===== config.mk =====
export PLATFORM = sky130hd
export DESIGN_NAME = serial_subtractor
export DESIGN_NICKNAME = d
export VERILOG_FILES = /design/src/rtl/sub_pkg.sv /design/src/rtl/full_subtractor.sv /design/src/rtl/serial_subtractor.sv
export SDC_FILE = /design/constraint.sdc
export NUM_CORES = 1
export LEC_CHECK = 0
export ABC_AREA = 1
export CORE_MARGIN = 2
export CORE_UTILIZATION = 49
export DETAILED_ROUTE_END_ITERATION = 10
export PLACE_DENSITY = 0.75
export SYNTH_ARGS = -nofsm -noshare
export SYNTH_HDL_FRONTEND = slang
export SYNTH_SLANG_ARGS = --single-unit

===== constraint.sdc =====
create_clock -name clk -period 2.48 [get_ports clk]
set_input_delay 0.496 -clock clk [delete_from_list [all_inputs] [get_ports clk]]
set_output_delay 0.496 -clock clk [all_outputs]
set_load 0.02 [all_outputs]

===== src/rtl/sub_pkg.sv =====
//------------------------------------------------------------------------------
// Module  : sub_pkg
// Brief   : Shared state encoding and default width for the serial subtractor.
// Revision: 1.0 - initial release
//------------------------------------------------------------------------------
`default_nettype none

package sub_pkg;

    localparam int SUB_WIDTH_DEF = 8;

    typedef enum logic [1:0] {
        S_IDLE = 2'd0,
        S_RUN  = 2'd1,
        S_DONE = 2'd2
    } sub_state_t;

endpackage

`default_nettype wire


===== src/rtl/full_subtractor.sv =====
//------------------------------------------------------------------------------
// Module  : full_subtractor
// Brief   : One-bit full subtractor cell: diff = a - b - c with borrow out.
// Revision: 1.0 - initial release
//------------------------------------------------------------------------------
`default_nettype none

module full_subtractor (
    input  logic a,
    input  logic b,
    input  logic c,
    output logic diff,
    output logic borrow
);

    assign diff   = a ^ b ^ c;
    assign borrow = (~a & b) | (~a & c) | (b & c);

endmodule

`default_nettype wire


===== src/rtl/serial_subtractor.sv =====
//------------------------------------------------------------------------------
// Module  : serial_subtractor
// Brief   : Bit-serial unsigned subtractor, LSB first, one bit per clock,
//           with valid/ready handshakes on both sides.
// Revision: 1.0 - initial release
//------------------------------------------------------------------------------
`default_nettype none

module serial_subtractor
    import sub_pkg::*;
#(
    parameter int WIDTH = SUB_WIDTH_DEF
) (
    input  logic             clk,
    input  logic             rst_n,
    input  logic             in_valid,
    output logic             in_ready,
    input  logic [WIDTH-1:0] a,
    input  logic [WIDTH-1:0] b,
    output logic             out_valid,
    input  logic             out_ready,
    output logic [WIDTH-1:0] diff,
    output logic             borrow_out
);

    localparam int CNT_W = (WIDTH > 1) ? $clog2(WIDTH) : 1;
    localparam logic [CNT_W-1:0] C_CNT_LAST = CNT_W'(WIDTH - 1);

    sub_state_t       state_q, state_d;
    logic [CNT_W-1:0] cnt_q, cnt_d;
    logic [WIDTH-1:0] a_sr_q, a_sr_d;
    logic [WIDTH-1:0] b_sr_q, b_sr_d;
    logic             brw_q, brw_d;
    logic [WIDTH-1:0] diff_q, diff_d;
    logic             bo_q, bo_d;

    logic             w_diff;
    logic             w_borrow;
    logic [WIDTH-1:0] w_full;

    full_subtractor u_fs (
        .a      (a_sr_q[0]),
        .b      (b_sr_q[0]),
        .c      (brw_q),
        .diff   (w_diff),
        .borrow (w_borrow)
    );

    // w_full is the complete result as it would look if this were the last
    // bit; only the upper WIDTH-1 bits ever need to be stored between cycles.
    generate
        if (WIDTH == 1) begin : g_w1
            assign w_full = w_diff;
        end else begin : g_wn
            logic [WIDTH-2:0] res_q;

            always_ff @(posedge clk or negedge rst_n) begin
                if (!rst_n) begin
                    res_q <= '0;
                end else if (state_q == S_RUN) begin
                    res_q <= w_full[WIDTH-1:1];
                end
            end

            assign w_full = {w_diff, res_q};
        end
    endgenerate

    always_ff @(posedge clk or negedge rst_n) begin
        if (!rst_n) begin
            state_q <= S_IDLE;
            cnt_q   <= '0;
            a_sr_q  <= '0;
            b_sr_q  <= '0;
            brw_q   <= 1'b0;
            diff_q  <= '0;
            bo_q    <= 1'b0;
        end else begin
            state_q <= state_d;
            cnt_q   <= cnt_d;
            a_sr_q  <= a_sr_d;
            b_sr_q  <= b_sr_d;
            brw_q   <= brw_d;
            diff_q  <= diff_d;
            bo_q    <= bo_d;
        end
    end

    always_comb begin
        state_d = state_q;
        cnt_d   = cnt_q;
        a_sr_d  = a_sr_q;
        b_sr_d  = b_sr_q;
        brw_d   = brw_q;
        diff_d  = diff_q;
        bo_d    = bo_q;
        case (state_q)
            S_IDLE: begin
                if (in_valid) begin
                    a_sr_d  = a;
                    b_sr_d  = b;
                    brw_d   = 1'b0;
                    cnt_d   = '0;
                    state_d = S_RUN;
                end
            end
            S_RUN: begin
                a_sr_d = a_sr_q >> 1;
                b_sr_d = b_sr_q >> 1;
                brw_d  = w_borrow;
                if (cnt_q == C_CNT_LAST) begin
                    // Publish into separate output registers so the result
                    // survives the next operation's RUN phase.
                    cnt_d   = '0;
                    diff_d  = w_full;
                    bo_d    = w_borrow;
                    state_d = S_DONE;
                end else begin
                    cnt_d = cnt_q + 1'b1;
                end
            end
            S_DONE: begin
                if (out_ready) begin
                    state_d = S_IDLE;
                end
            end
            default: begin
                state_d = S_IDLE;
            end
        endcase
    end

    assign in_ready   = (state_q == S_IDLE);
    assign out_valid  = (state_q == S_DONE);
    assign diff       = diff_q;
    assign borrow_out = bo_q;

endmodule

`default_nettype wire

==> results.yml <==
logic_synthesis:
  yosysSeqAreaShare_pct: 52.5
  synth_top_family_by_area: "simple AND/OR/NAND/NOR gates"
  synthTopCellsByArea: "dfrtp_1, nand2_1, inv_1, nand3_1, o21ai_2"
  yosys.cell_types.count: 20
  netlist_area_um2: 1810
  yosys_warnings: 0
  yosys.area_share.xor_xnor_pct: 0
  synth_compound_area_share_pct: 8.22
  syn_inst: 216
  muxShareOfSynthArea_pct: 0
  synth_top_area_cell: "dfrtp_1"
  synthAdderAreaFrac_pct: 2.49
  post_synth.cell_area_avg_um2: 8.39
  synth_top_area_share_pct: 52.5
  synth-simple-area-share_pct: 24.2
  yosys_register_bits: 38
  synth_nets: 239
layout:
  areaGrowthSynthToFinish_pct: 21.8
  fin_nets: 270
  layout-drive-gt1-share_pct: 9.68
  final_common_cell: "nand2_1"
  final_area_um2: 2210
  fin_cells: 296
  layout_common_cells: "nand2_1, dfrtp_1, inv_1"
  n_antenna_cell: 0
detailed_routing:
  route.detailed.drc: 0
  first_iter_violations: 77
  avgViaCountPerCell: 4.51
  vias: 1336
  antenna_left: 0
  dr.pass1.iters: 4
  wl_per_cell_um: 10.3
  wirelength_um: 3050
place:
  port-buffer-count: 30
  dpl.cell_count: 288
  place_congestion: 0.781
  dp_hpwl_um: 2140
  dpl-instance-area_um2: 2100
clock_network:
  root_buffer: "clkbuf_8"
  htree_levels: 2
  clockBufferDepth: 2
  cts_tree: "yes"
  cts_made_buffers: 5
  cts.clk_slew.worst_paths_ps: 70
  holdBufCountCts: 0
  insertion_delay_ps: 290
  cts_setup_buffers: 0
  cts_resized: 0
  clock-sinks: 38
die:
  coreArea_um2: 3610
  die_x_um: 64.8
  ios: 31
  die_h_um: 64.8
  std_cell_rows: 22
  dieArea_um2: 4200
  start_util_pct: 50.2
worst_setup_path:
  setup.worst_path.start_class: "register"
  regToRegEndpoint: "diff[7]$_DFFE_PN0P_"
  reg2reg_slack_ps: 850
  r2r_cells: 6
  worstPathArrival_ps: 1610
  cp-startpoint: "state_q[0]$_DFFE_PN0P_"
  crit_fanout: 6
  endpoint_kind: "output port"
  r2r-start: "state_q[0]$_DFFE_PN0P_"
  critPathCapture: "in_ready"
  worstPathRequired_ps: 1980
  worstSetupPathType: "reg -> out"
power:
  powerDensity_nw_per_um2: 1220
  leakagePower_nw: 1.17
  ir_drop_v: 0.000517
sta:
  period_needed_ps: 2110
  fin_skew_ps: 3.41
  fin_crit_sh_pct: 85.1
  fmax_mhz: 474
  relSlewSlack_pct: 45.3
  hold_viol: 0
  tightestPinTransition_ps: 821
  drv_slew: 0
  setup_viol: 0
  rsz0062_at_grt: "no"
  fin_setup_tns_ps: 0
global_routing:
  antenna_found_initial: 0
  grt_pass1_wl_um: 5650
  grt_max_degree: 39
  grt-ovfl-total: 0
  grt.total_usage_pct: 17.5
  grt_pass1_vias: 1299
run:
  cap_violations: 0
hold_path:
  worstHoldPathType: "in -> async"
run_status:
  outcome: "finished, final reports clean"
==> area by class of cell <==
cell class | count | area (µm²)
clock buffers | 5 | 68.8
clock inverters | 3 | 40.0
fillers | 339 | 1400
inverters | 38 | 143
multi-input cells | 132 | 633
flip-flops and latches | 38 | 951
well taps | 48 | 60.1
repair buffers | 32 | 310
==> state kept, by name (all words and copies together), names as in the netlist <==
register,cells
a_sr_q,8
b_sr_q,8
borrow_out,1
brw_q,1
cnt_q,3
diff,8
g_wn.res_q,7
state_q,2
==> how the worst min path moves through the flow <==
stage                                startpoint                      to  depth (start not counted)
after CTS                                 rst_n  state_q[0]$_DFFE_PN0P_                          1
after global routing                      rst_n  borrow_out$_DFFE_PN0P_                          1
after floorplan                           rst_n   a_sr_q[0]$_DFFE_PN0P_                          0
after global placement      diff[0]$_DFFE_PN0P_     diff[0]$_DFFE_PN0P_                          2
after detailed placement  b_sr_q[5]$_DFFE_PN0P_   b_sr_q[5]$_DFFE_PN0P_                          2
final                                     rst_n  borrow_out$_DFFE_PN0P_                          1
==> Yosys cell counts <==
| cell | n |
|---|---|
| nand3_1 | 17 |
| fa_1 | 1 |
| o21ai_4 | 1 |
| nand2_1 | 85 |
| o21ai_2 | 8 |
| buf_6 | 3 |
| inv_1 | 37 |
| o21ai_0 | 10 |
| ha_1 | 2 |
| nand2_2 | 2 |
| dfrtp_1 | 38 |
| buf_4 | 1 |
| a21oi_1 | 1 |
| clkbuf_8 | 1 |
| buf_12 | 1 |
| buf_2 | 2 |
| inv_2 | 1 |
| nor2_1 | 3 |
| o31ai_1 | 1 |
| nor2_4 | 1 |
==> critical path: stages (launching register included) <==
cell	delay, ps
dfrtp_1	480
nor2_1	210
clkdlybuf4s50_1	640
==> cell families (layout without fill, tap and decap cells) <==
group                    Yosys count  in the layout
AND/OR/NAND/NOR                  108            108
buffers and inverters             46             78
flip-flops                        38             38
AO/OA/AOI/OAI                     21             21
adder cells (fa/ha/maj)            3              3
==> power by group <==
group / internal (W) / total [W] / switching [W]
Combinational: 0.000458 / 0.00111 / 0.000653
Sequential: 0.000908 / 0.00107 / 0.000163
Clock: 0.000296 / 0.000504 / 0.000209
Total: 0.00166 / 0.00269 / 0.00103
==> per-stage QoR <==
stage               util (%)  total power (W)  setup WS (ps)  hold WS (ps)
global placement        58.2          0.00217            666           455
floorplan                  -          0.00193            987           200
global route            61.2          0.00295            317           364
detailed placement      58.2          0.00221            659           465
finish                  61.2          0.00269            370           303
CTS                     61.2          0.00272            362           332
==> routing by layer <==
layer	global-route usage, %	up-vias	part of all wire, %
met5	0	-	0
met4	7.18	0	1.4
met3	4.17	6	4.8
met2	27.3	27	45
met1	23.5	596	48
li1	-	707	-
No activity file was read; power rests on OpenSTA's default activity.
